==> config.mk <==
export PLATFORM = sky130hd
export DESIGN_NAME = gpio_flicker_bridge
export DESIGN_NICKNAME = d
export VERILOG_FILES = /design/src/rtl/flicker_pkg.sv /design/src/rtl/flicker_fifo.sv /design/src/rtl/gpio_flicker_bridge.sv
export SDC_FILE = /design/constraint.sdc
export NUM_CORES = 1
export LEC_CHECK = 0
export ABC_AREA = 1
export CAP_MARGIN = 0
export CELL_PAD_IN_SITES_DETAIL_PLACEMENT = 0
export CELL_PAD_IN_SITES_GLOBAL_PLACEMENT = 1
export CORE_ASPECT_RATIO = 0.75
export CORE_MARGIN = 2
export CORE_UTILIZATION = 31
export DETAILED_ROUTE_END_ITERATION = 6
export PLACE_DENSITY_LB_ADDON = 0.1
export SKIP_CTS_REPAIR_TIMING = 1
export SLEW_MARGIN = 20
export SYNTH_ARGS = -nofsm -noshare
export SYNTH_HDL_FRONTEND = slang
export SYNTH_SLANG_ARGS = --single-unit
==> constraint.sdc <==
create_clock -name crypto_clk -period 5.1 [get_ports crypto_clk]
set_input_delay 0.765 -clock crypto_clk [delete_from_list [all_inputs] [get_ports crypto_clk]]
set_output_delay 0.765 -clock crypto_clk [all_outputs]
set_load 0.05 [all_outputs]
==> src/rtl/flicker_pkg.sv <==
// Shared constants and helpers for the GPIO flicker bridge.
package flicker_pkg;

  localparam int DEFAULT_DATA_WIDTH = 8;

  // Pointer/level width: one extra bit distinguishes full from empty.
  function automatic int level_width(input int depth);
    return $clog2(depth) + 1;
  endfunction

endpackage

==> src/rtl/flicker_fifo.sv <==
// One direction of the bridge: toggle-handshake capture -> circular buffer -> toggle-handshake present.
// Capture acks in the sampling cycle; presentation is one registered cycle later; full FIFO withholds the ack.
module flicker_fifo
  import flicker_pkg::*;
#(
  parameter int pDATA_WIDTH = DEFAULT_DATA_WIDTH,
  parameter int pDEPTH      = 4
) (
  input  logic                               i_clk,
  input  logic                               i_rst,
  input  logic                               i_clear,
  input  logic [pDATA_WIDTH-1:0]             i_wr_data,
  input  logic                               i_wr_flicker,
  output logic                               o_wr_ack,
  output logic [pDATA_WIDTH-1:0]             o_rd_data,
  output logic                               o_rd_flicker,
  input  logic                               i_rd_ack,
  output logic [level_width(pDEPTH)-1:0]     o_level
);

  localparam int LW = level_width(pDEPTH);
  localparam int AW = LW - 1;

  logic [pDATA_WIDTH-1:0] r_mem [pDEPTH];
  logic [LW-1:0]          r_wptr;
  logic [LW-1:0]          r_rptr;
  logic [LW-1:0]          r_level;
  logic                   r_wr_ack;
  logic                   r_rd_flicker;
  logic                   r_presented;
  logic [pDATA_WIDTH-1:0] r_rd_data;

  logic w_full;
  logic w_empty;
  logic w_push;
  logic w_pop;

  assign w_empty = (r_wptr == r_rptr);
  assign w_full  = (r_wptr[AW] != r_rptr[AW]) && (r_wptr[AW-1:0] == r_rptr[AW-1:0]);

  // Pop first so a full FIFO can accept a word in the same cycle it frees a slot.
  assign w_pop  = (r_rd_flicker == i_rd_ack) && !w_empty && !r_presented && !i_clear;
  assign w_push = (i_wr_flicker != r_wr_ack) && (!w_full || w_pop) && !i_clear;

  always_ff @(posedge i_clk) begin
    if (i_rst) begin
      r_wptr       <= '0;
      r_rptr       <= '0;
      r_level      <= '0;
      r_wr_ack     <= 1'b0;
      r_rd_flicker <= 1'b0;
      r_rd_data    <= '0;
      r_presented  <= 1'b0;
    end else if (i_clear) begin
      r_wptr      <= '0;
      r_rptr      <= '0;
      r_level     <= '0;
      r_presented <= 1'b0;
    end else begin
      if (w_push) begin
        r_wptr   <= r_wptr + 1'b1;
        r_wr_ack <= i_wr_flicker;
      end
      if (w_pop) begin
        r_rptr       <= r_rptr + 1'b1;
        r_rd_data    <= r_mem[r_rptr[AW-1:0]];
        r_rd_flicker <= ~r_rd_flicker;
      end
      unique case ({w_push, w_pop})
        2'b10:   r_level <= r_level + 1'b1;
        2'b01:   r_level <= r_level - 1'b1;
        default: r_level <= r_level;
      endcase
      r_presented <= w_pop;
    end
  end

  always_ff @(posedge i_clk) begin
    if (w_push) begin
      r_mem[r_wptr[AW-1:0]] <= i_wr_data;
    end
  end

  assign o_wr_ack     = r_wr_ack;
  assign o_rd_data    = r_rd_data;
  assign o_rd_flicker = r_rd_flicker;
  assign o_level      = r_level;

endmodule

==> src/rtl/gpio_flicker_bridge.sv <==
// Buffered H2P/P2H flicker bridge between the CW305 register block and PULPino GPIO.
// Define FLICKER_SYNC_EN to add 2-flop synchronisers (2 extra cycles) on all incoming flicker/ack lines.
module gpio_flicker_bridge
  import flicker_pkg::*;
#(
  parameter int pDATA_WIDTH = DEFAULT_DATA_WIDTH,
  parameter int pDEPTH      = 4
) (
  input  logic                           crypto_clk,
  input  logic                           reset_i,
  input  logic                           I_clear,
  input  logic [pDATA_WIDTH-1:0]         I_host_wr_data,
  input  logic                           I_host_wr_flicker,
  output logic                           O_host_wr_ack,
  output logic [pDATA_WIDTH-1:0]         O_cpu_rd_data,
  output logic                           O_cpu_rd_flicker,
  input  logic                           I_cpu_rd_ack,
  input  logic [pDATA_WIDTH-1:0]         I_cpu_wr_data,
  input  logic                           I_cpu_wr_flicker,
  output logic                           O_cpu_wr_ack,
  output logic [pDATA_WIDTH-1:0]         O_host_rd_data,
  output logic                           O_host_rd_flicker,
  input  logic                           I_host_rd_ack,
  output logic [level_width(pDEPTH)-1:0] O_h2p_level,
  output logic [level_width(pDEPTH)-1:0] O_p2h_level
);

  logic w_host_wr_flicker;
  logic w_host_rd_ack;
  logic w_cpu_wr_flicker;
  logic w_cpu_rd_ack;

`ifdef FLICKER_SYNC_EN
  logic [1:0] r_host_wr_flicker_sync;
  logic [1:0] r_host_rd_ack_sync;
  logic [1:0] r_cpu_wr_flicker_sync;
  logic [1:0] r_cpu_rd_ack_sync;

  always_ff @(posedge crypto_clk) begin
    if (reset_i) begin
      r_host_wr_flicker_sync <= '0;
      r_host_rd_ack_sync     <= '0;
      r_cpu_wr_flicker_sync  <= '0;
      r_cpu_rd_ack_sync      <= '0;
    end else begin
      r_host_wr_flicker_sync <= {r_host_wr_flicker_sync[0], I_host_wr_flicker};
      r_host_rd_ack_sync     <= {r_host_rd_ack_sync[0], I_host_rd_ack};
      r_cpu_wr_flicker_sync  <= {r_cpu_wr_flicker_sync[0], I_cpu_wr_flicker};
      r_cpu_rd_ack_sync      <= {r_cpu_rd_ack_sync[0], I_cpu_rd_ack};
    end
  end

  assign w_host_wr_flicker = r_host_wr_flicker_sync[1];
  assign w_host_rd_ack     = r_host_rd_ack_sync[1];
  assign w_cpu_wr_flicker  = r_cpu_wr_flicker_sync[1];
  assign w_cpu_rd_ack      = r_cpu_rd_ack_sync[1];
`else
  assign w_host_wr_flicker = I_host_wr_flicker;
  assign w_host_rd_ack     = I_host_rd_ack;
  assign w_cpu_wr_flicker  = I_cpu_wr_flicker;
  assign w_cpu_rd_ack      = I_cpu_rd_ack;
`endif

  flicker_fifo #(
    .pDATA_WIDTH (pDATA_WIDTH),
    .pDEPTH      (pDEPTH)
  ) u_h2p (
    .i_clk        (crypto_clk),
    .i_rst        (reset_i),
    .i_clear      (I_clear),
    .i_wr_data    (I_host_wr_data),
    .i_wr_flicker (w_host_wr_flicker),
    .o_wr_ack     (O_host_wr_ack),
    .o_rd_data    (O_cpu_rd_data),
    .o_rd_flicker (O_cpu_rd_flicker),
    .i_rd_ack     (w_cpu_rd_ack),
    .o_level      (O_h2p_level)
  );

  flicker_fifo #(
    .pDATA_WIDTH (pDATA_WIDTH),
    .pDEPTH      (pDEPTH)
  ) u_p2h (
    .i_clk        (crypto_clk),
    .i_rst        (reset_i),
    .i_clear      (I_clear),
    .i_wr_data    (I_cpu_wr_data),
    .i_wr_flicker (w_cpu_wr_flicker),
    .o_wr_ack     (O_cpu_wr_ack),
    .o_rd_data    (O_host_rd_data),
    .o_rd_flicker (O_host_rd_flicker),
    .i_rd_ack     (w_host_rd_ack),
    .o_level      (O_p2h_level)
  );

endmodule

==> key figures, run 1 <==
Pwr
  • Clk pwr share: 0.378
  • Comb pwr share: 0.101
  • Switching fraction of total power: 0.258
  • Switching power summed over all nets: around 0.00046 W
  • Static Leak: just under 2 nW
  • Internal cell power: roughly 0.0013 W
  • Maximum ir drop on the vdd rail: between 0.15 and 0.2 mV
  • Proportion of power drawn by flip-flops and latches: 0.522
  • Total power per unit cell area: 330 nW/um^2
  • Pwr Total: 0.00179 W

Route
  • Antenna Violating Nets Remaining: 0
  • DRC violations left: 0
  • Routed wire length: 9830 um
  • Wire length per cell: about 14 um
  • Number of vias per cell after detailed routing: ~4.3
  • Iteration count of the initial detailed-routing pass: 4
  • Total number of vias: slightly below 3000
  • Detailed Route Iter0 Violations: ~190

Synthesis
  • Synth async-reset ratio: 0
  • Yosys reg bits: 104
  • EDFF count, synth: 64
  • Cell types with the highest counts after synthesis: sky130_fd_sc_hd__nor2_1, sky130_fd_sc_hd__edfxtp_1, sky130_fd_sc_hd__o21ai_0, sky130_fd_sc_hd__dfxtp_1, sky130_fd_sc_hd__inv_1
  • Yosys top cell area share: 0.427
  • Number of cells produced by synthesis: ~440
  • Number of nets produced by synthesis: roughly 480
  • Post-Synthesis Mean Instance Area: just over 10 um^2
  • Distinct cell type count after synthesis: 26
  • Cell Area, Synth: between 4000 and 5000 um^2
  • Cell accounting for the most synthesized area: sky130_fd_sc_hd__edfxtp_1
  • Most common cell in the synthesized netlist: sky130_fd_sc_hd__nor2_1
  • Cell types with the largest area share after synthesis: sky130_fd_sc_hd__edfxtp_1, sky130_fd_sc_hd__dfxtp_1, sky130_fd_sc_hd__nor2_1
  • Total number of yosys warnings: 0
  • Top flip-flop cell by instance count after synthesis: sky130_fd_sc_hd__edfxtp_1
  • Share of the yosys chip area belonging to registers: 0.605

Die
  • Die extent in y: about 110 um
  • CORE AREA: 14300 um^2
  • IO Pins: around 50
  • Starting density of the core: 0.314
  • Floorplan row count: 38
  • Horizontal die dimension: around 140 um
  • Area of the die: between 15000 and 20000 um^2

Global routing
  • Pin count of the biggest net entering global routing: 21
  • Wire length of the first global-routing pass: around 16000 um
  • Vias in the first global route: ~2900
  • Antenna violations before repair: 0
  • GRT Resource Usage Total: 0.134
  • Total global routing overflow: 0

Timing
  • Final Setup Violations: 0
  • Max Clock Freq: between 0.3 and 0.4 GHz
  • Max transition margin: 0.349
  • Crit share post-route: 0.592
  • Final Hold Slack: roughly 0.48 ns
  • Post-route worst setup slack: between 2 and 2.5 ns
  • Setup repair after global routing missed its margin: no
  • Final setup skew: between 0.005 and 0.006 ns
  • Post-route minimum period: between 3 and 4 ns
  • Slew @ Worst Pin: approximately 0.97 ns
  • Number of pins exceeding their max-slew limit in the final report: 0
  • Post-route setup TNS: 0 ns
  • Final Hold Violating Endpoints: 0

Layout
  • Area Overhead vs Synth: 20.5%
  • Count of fill cells added during filler insertion: between 1000 and 1500
  • Fin nets: around 520
  • ANT cells: 0
  • Share of final-layout standard cells stronger than drive strength 1: 0.133

Run status
  • Status: complete, no violations

Clock network
  • Sink count of the clock tree: approximately 100
  • Clock-pin slew on the worst setup and hold paths: about 0.070 ns
  • Clock H-tree levels: 3
  • CTS tree: built
  • Cell at the root of the clock tree: sky130_fd_sc_hd__clkbuf_16
  • Longest Clk Path Bufs: 2
  • Clock latency of the later-clocked register in the worst-skew pair: between 0.3 and 0.4 ns
  • Inserted Clock Buffers: 9

Place
  • Final weighted congestion of routability-driven global placement: ~0.72
  • Detail Placement HPWL: around 6700 um
  • PortBufs: 48
  • Setup slack at placement: around 1.7 ns

Hold path
  • HP Class: register to register

Critical path
  • Crit path max fanout: 14
  • Element type at the critical path end: register
  • Startpoint class of the critical path: primary input
  • FF-to-FF setup slack: 2.16 ns
  • Data arrival time of the worst path: ~3.3 ns
  • Number of cell instances on the worst register-to-register path: 13
  • Crit path kind: primary input to register
  • Crit path capture: u_p2h.o_level[2]
  • Worst setup path start: I_clear
  • R2R Path Start: u_p2h.r_rptr[0]
  • Required time of the critical path: 5.33 ns
  • Reg-to-Reg End: u_p2h.o_level[2]

Run
  • Number of violations of the max-capacitance limit: 0
## power by group through the flow
stage | logic (W) | registers, W | clock network, W
floorplan | 0.0000896 | 0.000979 | 0
global placement | 0.000181 | 0.000953 | 0
detailed placement | 0.000183 | 0.000954 | 0
CTS | 0.000184 | 0.000934 | 0.000700
global route | 0.000201 | 0.000937 | 0.000730
finish | 0.000180 | 0.000934 | 0.000676
## final cells by class
cell class | count | area (um^2) | area share
inverter | 39 | 151 | 0.0279
clock buffer | 9 | 225 | 0.0416
multi-input combinational | 281 | 1500 | 0.276
sequential | 104 | 2720 | 0.503
tap | 200 | 250 | 0.0462
clock inverter | 7 | 75.1 | 0.0139
timing repair buffer | 50 | 495 | 0.0915
## stage by stage
stage,instances,area (um^2),util
2_1_floorplan,441,4500,-
3_3_place_gp,674,5120,0.358
3_5_place_dp,674,5120,0.358
4_1_cts,690,5420,0.379
5_1_grt,690,5420,0.379
6_report,690,5420,0.379
## worst max-delay path, cell delays in order
cell and delay (ns):
sky130_fd_sc_hd__clkdlybuf4s50_1 0.54, sky130_fd_sc_hd__nor2_1 0.16, sky130_fd_sc_hd__nand3_1 0.12, sky130_fd_sc_hd__inv_1 0.12
sky130_fd_sc_hd__nand2_4 0.12, sky130_fd_sc_hd__inv_2 0.27, sky130_fd_sc_hd__ha_1 0.21, sky130_fd_sc_hd__inv_1 0.07
sky130_fd_sc_hd__fa_1 0.37, sky130_fd_sc_hd__a21oi_1 0.14, sky130_fd_sc_hd__o21ai_0 0.11, sky130_fd_sc_hd__o21ai_0 0.19
sky130_fd_sc_hd__a21oi_1 0.06
## placed cells by master (no fill, tap or decap), drive strengths merged
master	count
nand3b	4
inv	42
o21ai	76
clkinvlp	1
a21oi	12
fa	2
nor2	123
nand2	34
xnor2	4
buf	2
clkdlybuf4s50	48
clkinv	3
edfxtp	64
clkbuf	9
dfxtp	40
xor2	4
ha	12
nand3	10
## routing by layer
layer  GRT usage  wire length [um]  part of all wire
met5           0                 0                 0
met4      0.0382               107             0.011
met3      0.0337               334             0.034
met2       0.189              4060              0.41
met1       0.201              5340              0.54
## state kept, by name (all words and copies together) (netlist names)
| register | flops |
|---|---|
| u_p2h.r_wptr | 3 |
| u_h2p.o_rd_data | 8 |
| u_h2p.o_rd_flicker | 1 |
| u_h2p.r_presented | 1 |
| u_h2p.o_level | 3 |
| u_p2h.o_wr_ack | 1 |
| u_p2h.o_level | 3 |
| u_p2h.r_mem | 32 |
| u_h2p.o_wr_ack | 1 |
| u_p2h.o_rd_data | 8 |
| u_p2h.r_presented | 1 |
| u_p2h.o_rd_flicker | 1 |
| u_h2p.r_wptr | 3 |
| u_h2p.r_mem | 32 |
| u_h2p.r_rptr | 3 |
| u_p2h.r_rptr | 3 |
## worst min path at each step
stage,from,endpoint,slack [ns],depth (start not counted)
6_report,u_h2p.o_level[2],u_h2p.o_level[2],0.48,2
5_1_grt,u_h2p.o_level[2],u_h2p.o_level[2],0.52,2
4_1_cts,u_h2p.o_level[2],u_h2p.o_level[2],0.48,2
3_5_place_dp,u_h2p.o_level[2],u_h2p.o_level[2],0.46,2
3_3_place_gp,u_h2p.o_level[2],u_h2p.o_level[2],0.47,2
2_1_floorplan,u_h2p.r_wptr[2],u_h2p.r_wptr[2],0.48,2
## cell families after synthesis
group                    Yosys count  synth area share
AO/OA/AOI/OAI                     88            0.0996
XOR/XNOR                           8            0.0156
adder cells (fa/ha/maj)           14            0.0423
buffers and inverters             56            0.0615
flip-flops                       104             0.605
AND/OR/NAND/NOR                  171             0.176
Note: power is estimated with default switching activity, not from simulation.
==> inputs of run 2 (changes only) <==
==> constraint.sdc (replaced) <==
create_clock -name crypto_clk -period 2.6 [get_ports crypto_clk]
set_input_delay 0.39 -clock crypto_clk [delete_from_list [all_inputs] [get_ports crypto_clk]]
set_output_delay 0.39 -clock crypto_clk [all_outputs]
set_load 0.05 [all_outputs]
==> key figures, run 2 (synthesized netlist as in run 1, its figures left out) <==
Run status
  • Status: complete, no violations

Route
  • Antenna Violating Nets Remaining: 0 (unchanged)
  • Total number of vias: 3051 (+2.4%)
  • Iteration count of the initial detailed-routing pass: 4 (unchanged)
  • Number of vias per cell after detailed routing: 4.27 (-1.1%)
  • Wire length per cell: 14.2 um (-0.13%)
  • Routed wire length: 10200 um (+3.3%)
  • Detailed Route Iter0 Violations: 134 (-29%)
  • DRC violations left: 0 (unchanged)

Clock network
  • Cell at the root of the clock tree: sky130_fd_sc_hd__clkbuf_16
  • CTS tree: built
  • Inserted Clock Buffers: 9 (unchanged)
  • Longest Clk Path Bufs: 2 (unchanged)
  • Sink count of the clock tree: 104 (unchanged)
  • Clock-pin slew on the worst setup and hold paths: 0.07 ns (about the same)
  • Clock H-tree levels: 3 (unchanged)
  • Clock latency of the later-clocked register in the worst-skew pair: 0.35 ns (about the same)

Global routing
  • Wire length of the first global-routing pass: 16300 um (+4.8%)
  • GRT Resource Usage Total: 0.142 (+0.00804)
  • Total global routing overflow: 0 (unchanged)
  • Antenna violations before repair: 0 (unchanged)
  • Pin count of the biggest net entering global routing: 19 (-9.5%)
  • Vias in the first global route: 2971 (+3.4%)

Layout
  • Fin nets: 546 (+4.6%)
  • Multi-input combinational cell area: 1500 um^2 (unchanged)
  • Top library cells by usage in the layout, fill and taps aside: sky130_fd_sc_hd__nor2_1, sky130_fd_sc_hd__edfxtp_1, sky130_fd_sc_hd__o21ai_0
  • Reg area: 2720 um^2 (unchanged)
  • ANT cells: 0 (unchanged)
  • Count of fill cells added during filler insertion: 1425 (+1.4%)
  • Commonest non-fill, non-tap cell in the layout: sky130_fd_sc_hd__nor2_1
  • Non-filler instance count after layout: 714 (+3.5%)
  • Share of final-layout standard cells stronger than drive strength 1: 0.171 (+0.0386)
  • Area Overhead vs Synth: 24.3%

Place
  • PortBufs: 48 (unchanged)
  • Final weighted congestion of routability-driven global placement: 0.726 (+0.75%)
  • Detail Placement HPWL: 6780 um (+0.96%)
  • Placed instance count: 698 (+3.6%)

Critical path
  • Data arrival time of the worst path: 2.49 ns (-0.76 ns)
  • Element type at the critical path end: register
  • Crit path max fanout: 18 (+4)
  • Startpoint class of the critical path: register
  • Required time of the critical path: 2.83 ns (-2.50 ns)
  • Crit path kind: register to register

Pwr
  • Maximum ir drop on the vdd rail: 0.318 mV (+110%)
  • Internal cell power: 0.00261 W (+97%)
  • Comb pwr share: 0.110 (+0.009)
  • Proportion of power drawn by flip-flops and latches: 0.522 (about the same)
  • Switching power summed over all nets: 0.000880 W (+91%)
  • Clk pwr share: 0.367 (-0.011)
  • Total power per unit cell area: 625 nW/um^2 (+89%)
  • Switching fraction of total power: 0.252 (-0.00601)
  • Static Leak: 2.06 nW (+6.3%)

Die
  • Starting density of the core: 0.314 (unchanged)
  • Area of the die: 15500 um^2 (unchanged)
  • CORE AREA: 14300 um^2 (unchanged)
  • Horizontal die dimension: 143 um (unchanged)
  • IO Pins: 49 (unchanged)
  • Die extent in y: 108 um (unchanged)
  • Floorplan row count: 38 (unchanged)

Timing
  • Max Clock Freq: roughly 0.44 GHz
  • Post-route setup TNS: 0 ns (unchanged)
  • Number of pins exceeding their max-slew limit in the final report: 0 (unchanged)
  • Final Hold Violating Endpoints: 0 (unchanged)
  • Max transition margin: 0.617 (+0.268)
  • Final setup skew: 0.00529 ns (-0.000267 ns)
  • Setup repair after global routing missed its margin: no
  • Final Setup Violations: 0 (unchanged)
  • Final Hold Slack: 0.471 ns (-0.00687 ns)
  • Post-route minimum period: roughly 2.3 ns
  • Slew @ Worst Pin: 0.573 ns (-0.401 ns)
  • Crit share post-route: 0.871

Hold path
  • HP Class: register to register

Run
  • Number of violations of the max-capacitance limit: 0 (unchanged)
==> run 2: critical path, stage by stage, from the launching register on <==
cell and delay [ns]:
sky130_fd_sc_hd__dfxtp_1 0.47, sky130_fd_sc_hd__inv_4 0.15, sky130_fd_sc_hd__nand2_2 0.09, sky130_fd_sc_hd__nand2_2 0.06
sky130_fd_sc_hd__nor2_4 0.11, sky130_fd_sc_hd__nand3_2 0.11, sky130_fd_sc_hd__nand2_4 0.07, sky130_fd_sc_hd__ha_1 0.13
sky130_fd_sc_hd__inv_1 0.06, sky130_fd_sc_hd__fa_1 0.38, sky130_fd_sc_hd__a21oi_1 0.15, sky130_fd_sc_hd__o21ai_0 0.12
sky130_fd_sc_hd__o21ai_0 0.18, sky130_fd_sc_hd__a21oi_1 0.06
==> run 2: path summary, 6_finish.rpt <==
kind                                       start               end  slack, ns  depth (start not counted)
worst min register to register  u_h2p.o_level[2]  u_h2p.o_level[2]       0.47                          2
worst max-delay path             u_p2h.r_rptr[0]  u_p2h.o_level[2]       0.34                         13
worst min-delay path            u_h2p.o_level[2]  u_h2p.o_level[2]       0.47                          2
worst max register to register   u_p2h.r_rptr[0]  u_p2h.o_level[2]       0.34                         13
==> run 2: layout make-up <==
type,instances,area share
timing repair buffer,74,0.123
multi-input combinational,281,0.268
inverter,39,0.0271
clock buffer,10,0.0410
sequential,104,0.487
clock inverter,6,0.00918
tap,200,0.0448
==> run 2: stage by stage <==
stage               area, um^2  power [W]  setup WS [ns]   util
floorplan                 4500    0.00210          0.200      -
global placement          5310    0.00225         0.0794  0.371
detailed placement        5310    0.00225         0.0516  0.371
CTS                       5590    0.00355          0.343  0.391
global route              5590    0.00366          0.122  0.391
finish                    5590    0.00349          0.336  0.391
==> run 2: power groups by stage <==
stage,registers (W),clock network [W],logic [W]
6_report,0.00182,0.00128,0.000385
5_1_grt,0.00183,0.00140,0.000431
4_1_cts,0.00182,0.00134,0.000392
3_5_place_dp,0.00186,0,0.000389
3_3_place_gp,0.00186,0,0.000389
2_1_floorplan,0.00192,0,0.000176
==> run 2: layer usage <==
layer	global-route usage	part of all wire	up-vias	routed length, um
li1	-	-	1596	-
met3	0.0363	0.041	9	413
met5	0	0	-	0
met2	0.209	0.42	47	4310
met4	0.0382	0.010	0	106
met1	0.207	0.53	1399	5340
==> inputs of run 3 (changes only) <==
--- a/config.mk
+++ b/config.mk
@@ -5,7 +5,6 @@
 export SDC_FILE = /design/constraint.sdc
 export NUM_CORES = 1
 export LEC_CHECK = 0
-export ABC_AREA = 1
 export CAP_MARGIN = 0
 export CELL_PAD_IN_SITES_DETAIL_PLACEMENT = 0
 export CELL_PAD_IN_SITES_GLOBAL_PLACEMENT = 1
==> key figures, run 3 <==
Die
  • Horizontal die dimension: 143 um (unchanged)
  • Area of the die: 15500 um^2 (unchanged)
  • Floorplan row count: 38 (unchanged)
  • Die extent in y: 108 um (unchanged)
  • CORE AREA: 14300 um^2 (unchanged)
  • Starting density of the core: 0.314 (unchanged)
  • IO Pins: 49 (unchanged)

Pwr
  • Maximum ir drop on the vdd rail: 0.352 mV (+11%)
  • Pwr Total: 0.00356 W (+2.0%)
  • Proportion of power drawn by flip-flops and latches: 0.511 (-0.011)
  • Static Leak: 1.93 nW (-6.5%)
  • Total power per unit cell area: 620 nW/um^2 (-0.75%)
  • Comb pwr share: 0.117 (+0.007)
  • Internal cell power: 0.00268 W (+2.6%)
  • Switching fraction of total power: 0.247 (-0.00466)
  • Clk pwr share: 0.371 (+0.004)
  • Switching power summed over all nets: 0.000881 W (+0.11%)

Critical path
  • FF-to-FF setup slack: 0.25 ns (-0.09 ns)
  • Most prevalent standard cell on the critical path: sky130_fd_sc_hd__nor2_1
  • Crit path capture: u_p2h.o_level[2]
  • R2R Path Start: u_p2h.r_wptr[1]
  • Cells traversed along the worst timing path: clkdlybuf4s50_1 > buf_4 > nor2_1 > nand2_1 > nor2_1 > ha_1 > inv_1 > fa_1 > xor2_1 > or3_1 > a21oi_1
  • Crit path max-delay family: simple AND/OR/NAND/NOR gates
  • Crit path kind: primary input to register
  • Crit path largest cell delay: 0.41 ns (-0.06 ns)
  • Crit path max fanout: 9 (-9)
  • Worst setup path start: I_clear
  • Number of stages on the worst setup path: 11 (-2)
  • Element type at the critical path end: register
  • Startpoint class of the critical path: primary input
  • Reg-to-Reg End: u_p2h.o_level[2]
  • Slowest CP cell: sky130_fd_sc_hd__clkdlybuf4s50_1
  • Required time of the critical path: 2.88 ns (+0.05 ns)
  • Number of cell instances on the worst register-to-register path: 10 (-3)
  • Combined buffer and inverter count along the critical path: 3 (+1)
  • Data arrival time of the worst path: 2.68 ns (+0.19 ns)

Timing
  • Max transition margin: 0.653 (+0.0361)
  • Crit share post-route: 0.926 (+0.0549)
  • Final Hold Violating Endpoints: 0 (unchanged)
  • Number of pins exceeding their max-slew limit in the final report: 0 (unchanged)
  • Final setup skew: 0.00674 ns (+0.00146 ns)
  • Max Clock Freq: 0.415 GHz (-5.9%)
  • Setup repair after global routing missed its margin: no
  • Slew @ Worst Pin: 0.519 ns (-0.0540 ns)
  • Post-route worst setup slack: 0.193 ns (-0.143 ns)
  • Final Hold Slack: 0.478 ns (+0.00725 ns)
  • Final Setup Violations: 0 (unchanged)
  • Post-route minimum period: 2.41 ns (+0.143 ns)
  • Post-route setup TNS: 0 ns (unchanged)

Clock network
  • Cell at the root of the clock tree: sky130_fd_sc_hd__clkbuf_16
  • Sink count of the clock tree: 104 (unchanged)
  • Longest Clk Path Bufs: 2 (unchanged)
  • Clock latency of the later-clocked register in the worst-skew pair: 0.35 ns (about the same)
  • Clock-pin slew on the worst setup and hold paths: 0.07 ns (about the same)
  • Inserted Clock Buffers: 9 (unchanged)
  • CTS tree: built
  • Clock H-tree levels: 3 (unchanged)

Run status
  • Status: complete, no violations

Synthesis
  • Cell types with the highest counts after synthesis: sky130_fd_sc_hd__edfxtp_1, sky130_fd_sc_hd__dfxtp_1, sky130_fd_sc_hd__a21oi_1, sky130_fd_sc_hd__o21ai_0, sky130_fd_sc_hd__nand3_1
  • Number of nets produced by synthesis: 385 (-19%)
  • Post-Synthesis Mean Instance Area: 12.9 um^2 (+27%)
  • Share of the yosys chip area belonging to registers: 0.605 (unchanged)
  • Top flip-flop cell by instance count after synthesis: sky130_fd_sc_hd__edfxtp_1
  • Number of cells produced by synthesis: 348 (-21%)
  • Largest family of logic cells by synthesized area: simple AND/OR/NAND/NOR gates
  • Most common cell in the synthesized netlist: sky130_fd_sc_hd__edfxtp_1
  • Yosys reg bits: 104 (unchanged)
  • Mux share of post-synthesis cell area: 0.0890 (+0.0890)
  • Share of the synthesized netlist area taken by xor and xnor gates: 0.0312 (+0.0156)
  • Cell Area, Synth: 4500 um^2 (unchanged)
  • EDFF count, synth: 64 (unchanged)
  • Cell accounting for the most synthesized area: sky130_fd_sc_hd__edfxtp_1
  • Post-Synth Adder-Cell Area: 0.0423 (unchanged)
  • Distinct cell type count after synthesis: 37 (+42%)
  • Cell types with the largest area share after synthesis: sky130_fd_sc_hd__edfxtp_1, sky130_fd_sc_hd__dfxtp_1, sky130_fd_sc_hd__mux4_2
  • Total number of yosys warnings: 0 (unchanged)
  • Synth async-reset ratio: 0 (unchanged)
  • Post-Synth Simple-Gate Area: 0.114 (-0.0615)
  • Compound-Gate Fraction of Synth Area: 0.0846 (-0.0150)
  • Yosys top cell area share: 0.427 (unchanged)

Run
  • Number of violations of the max-capacitance limit: 0 (unchanged)

Hold path
  • HP Class: register to register
  • Hold depth: 2 (unchanged)

Route
  • Routed wire length: 10300 um (+1.5%)
  • Number of vias per cell after detailed routing: 4.79 (+12%)
  • Wire length per cell: 16.2 um (+14%)
  • Iteration count of the initial detailed-routing pass: 4 (unchanged)
  • Total number of vias: 3041 (-0.33%)
  • DRC violations left: 0 (unchanged)
  • Antenna Violating Nets Remaining: 0 (unchanged)
  • Detailed Route Iter0 Violations: 216 (+61%)

Layout
  • Reg area: 2720 um^2 (unchanged)
  • ANT cells: 0 (unchanged)
  • Count of fill cells added during filler insertion: 1334 (-6.4%)
  • Area Overhead vs Synth: 27.8%
  • Share of final-layout standard cells stronger than drive strength 1: 0.186 (+0.0150)
  • Core utilization of the finished layout: 0.401 (+0.0108)
  • Fin nets: 467 (-14%)
  • Top library cells by usage in the layout, fill and taps aside: sky130_fd_sc_hd__edfxtp_1, sky130_fd_sc_hd__clkdlybuf4s50_1, sky130_fd_sc_hd__buf_4
  • Commonest non-fill, non-tap cell in the layout: sky130_fd_sc_hd__edfxtp_1
  • Multi-input combinational cell area: 1620 um^2 (+8.4%)

Global routing
  • Vias in the first global route: 3022 (+1.7%)
  • Antenna violations before repair: 0 (unchanged)
  • GRT Resource Usage Total: 0.143 (+0.00126)
  • Wire length of the first global-routing pass: 16500 um (+1.3%)
  • Total global routing overflow: 0 (unchanged)
  • Pin count of the biggest net entering global routing: 19 (unchanged)

Place
  • PortBufs: 48 (unchanged)
  • Setup slack at placement: -0.147 ns (-0.199 ns)
  • Detail Placement HPWL: 7580 um (+12%)
  • Final weighted congestion of routability-driven global placement: 0.778 (+7.2%)
## run 3: cell count changes in the layout (fill, tap and decap cells not counted), sizes merged, moves of 6 or more
cell	delta
o21ai	-50
xnor2	+6
buf	+17
nand2	-28
mux4	+16
or3	+6
nor2	-106
nand3	+14
and2	+8
a21oi	+16
nand4	+6
inv	-26
## run 3: layer usage
layer	routed length, um	part of all wire	track usage
met5	0	0	0
met4	116	0.011	0.0389
met3	339	0.033	0.0345
met2	4050	0.39	0.190
met1	5810	0.56	0.227
## run 3: cells by family after synthesis
kind of cell,Yosys count
mux,20
buf+inv,34
compound gates,68
xor+xnor,16
fa+ha+maj,14
flops,104
simple gates,92
## run 3: how the worst min path moves through the flow
stage / startpoint / end / slack (ns)
3_5_place_dp: u_p2h.o_rd_data[3] / u_p2h.o_rd_data[3] / 0.47
4_1_cts: u_p2h.o_rd_data[3] / u_p2h.o_rd_data[3] / 0.48
3_3_place_gp: u_p2h.o_rd_data[3] / u_p2h.o_rd_data[3] / 0.46
6_report: u_h2p.o_rd_data[4] / u_h2p.o_rd_data[4] / 0.48
5_1_grt: u_h2p.o_rd_data[2] / u_h2p.o_rd_data[2] / 0.51
2_1_floorplan: I_host_wr_data[0] / u_h2p.r_mem[0][0] / 0.49
## run 3: area by class of cell
| type | instances | area share |
|---|---|---|
| Sequential cell | 104 | 0.474 |
| Multi-Input combinational cell | 210 | 0.283 |
| Timing Repair Buffer | 91 | 0.140 |
| Clock buffer | 11 | 0.0442 |
| Inverter | 14 | 0.00915 |
| Clock inverter | 5 | 0.00675 |
| Tap cell | 200 | 0.0436 |
## run 3: power by group through the flow
stage	Clock (W)	Combinational (W)	Sequential (W)
2_1_floorplan	0	0.000177	0.00190
3_3_place_gp	0	0.000416	0.00186
4_1_cts	0.00136	0.000419	0.00182
3_5_place_dp	0	0.000419	0.00186
6_report	0.00132	0.000417	0.00182
5_1_grt	0.00144	0.000455	0.00183
## run 3: worst min-delay path: cells and delay by family (launching register included)
family / cells / cell delay [ns]
DFF: 1 / 0.31
AOI/OAI and AO/OA: 2 / 0.12
## run 3: metrics by stage
step                      cells  area, um^2
after floorplan             348        4500
after global placement      619        5450
after detailed placement    619        5450
after CTS                   635        5750
after global routing        635        5750
final                       635        5750
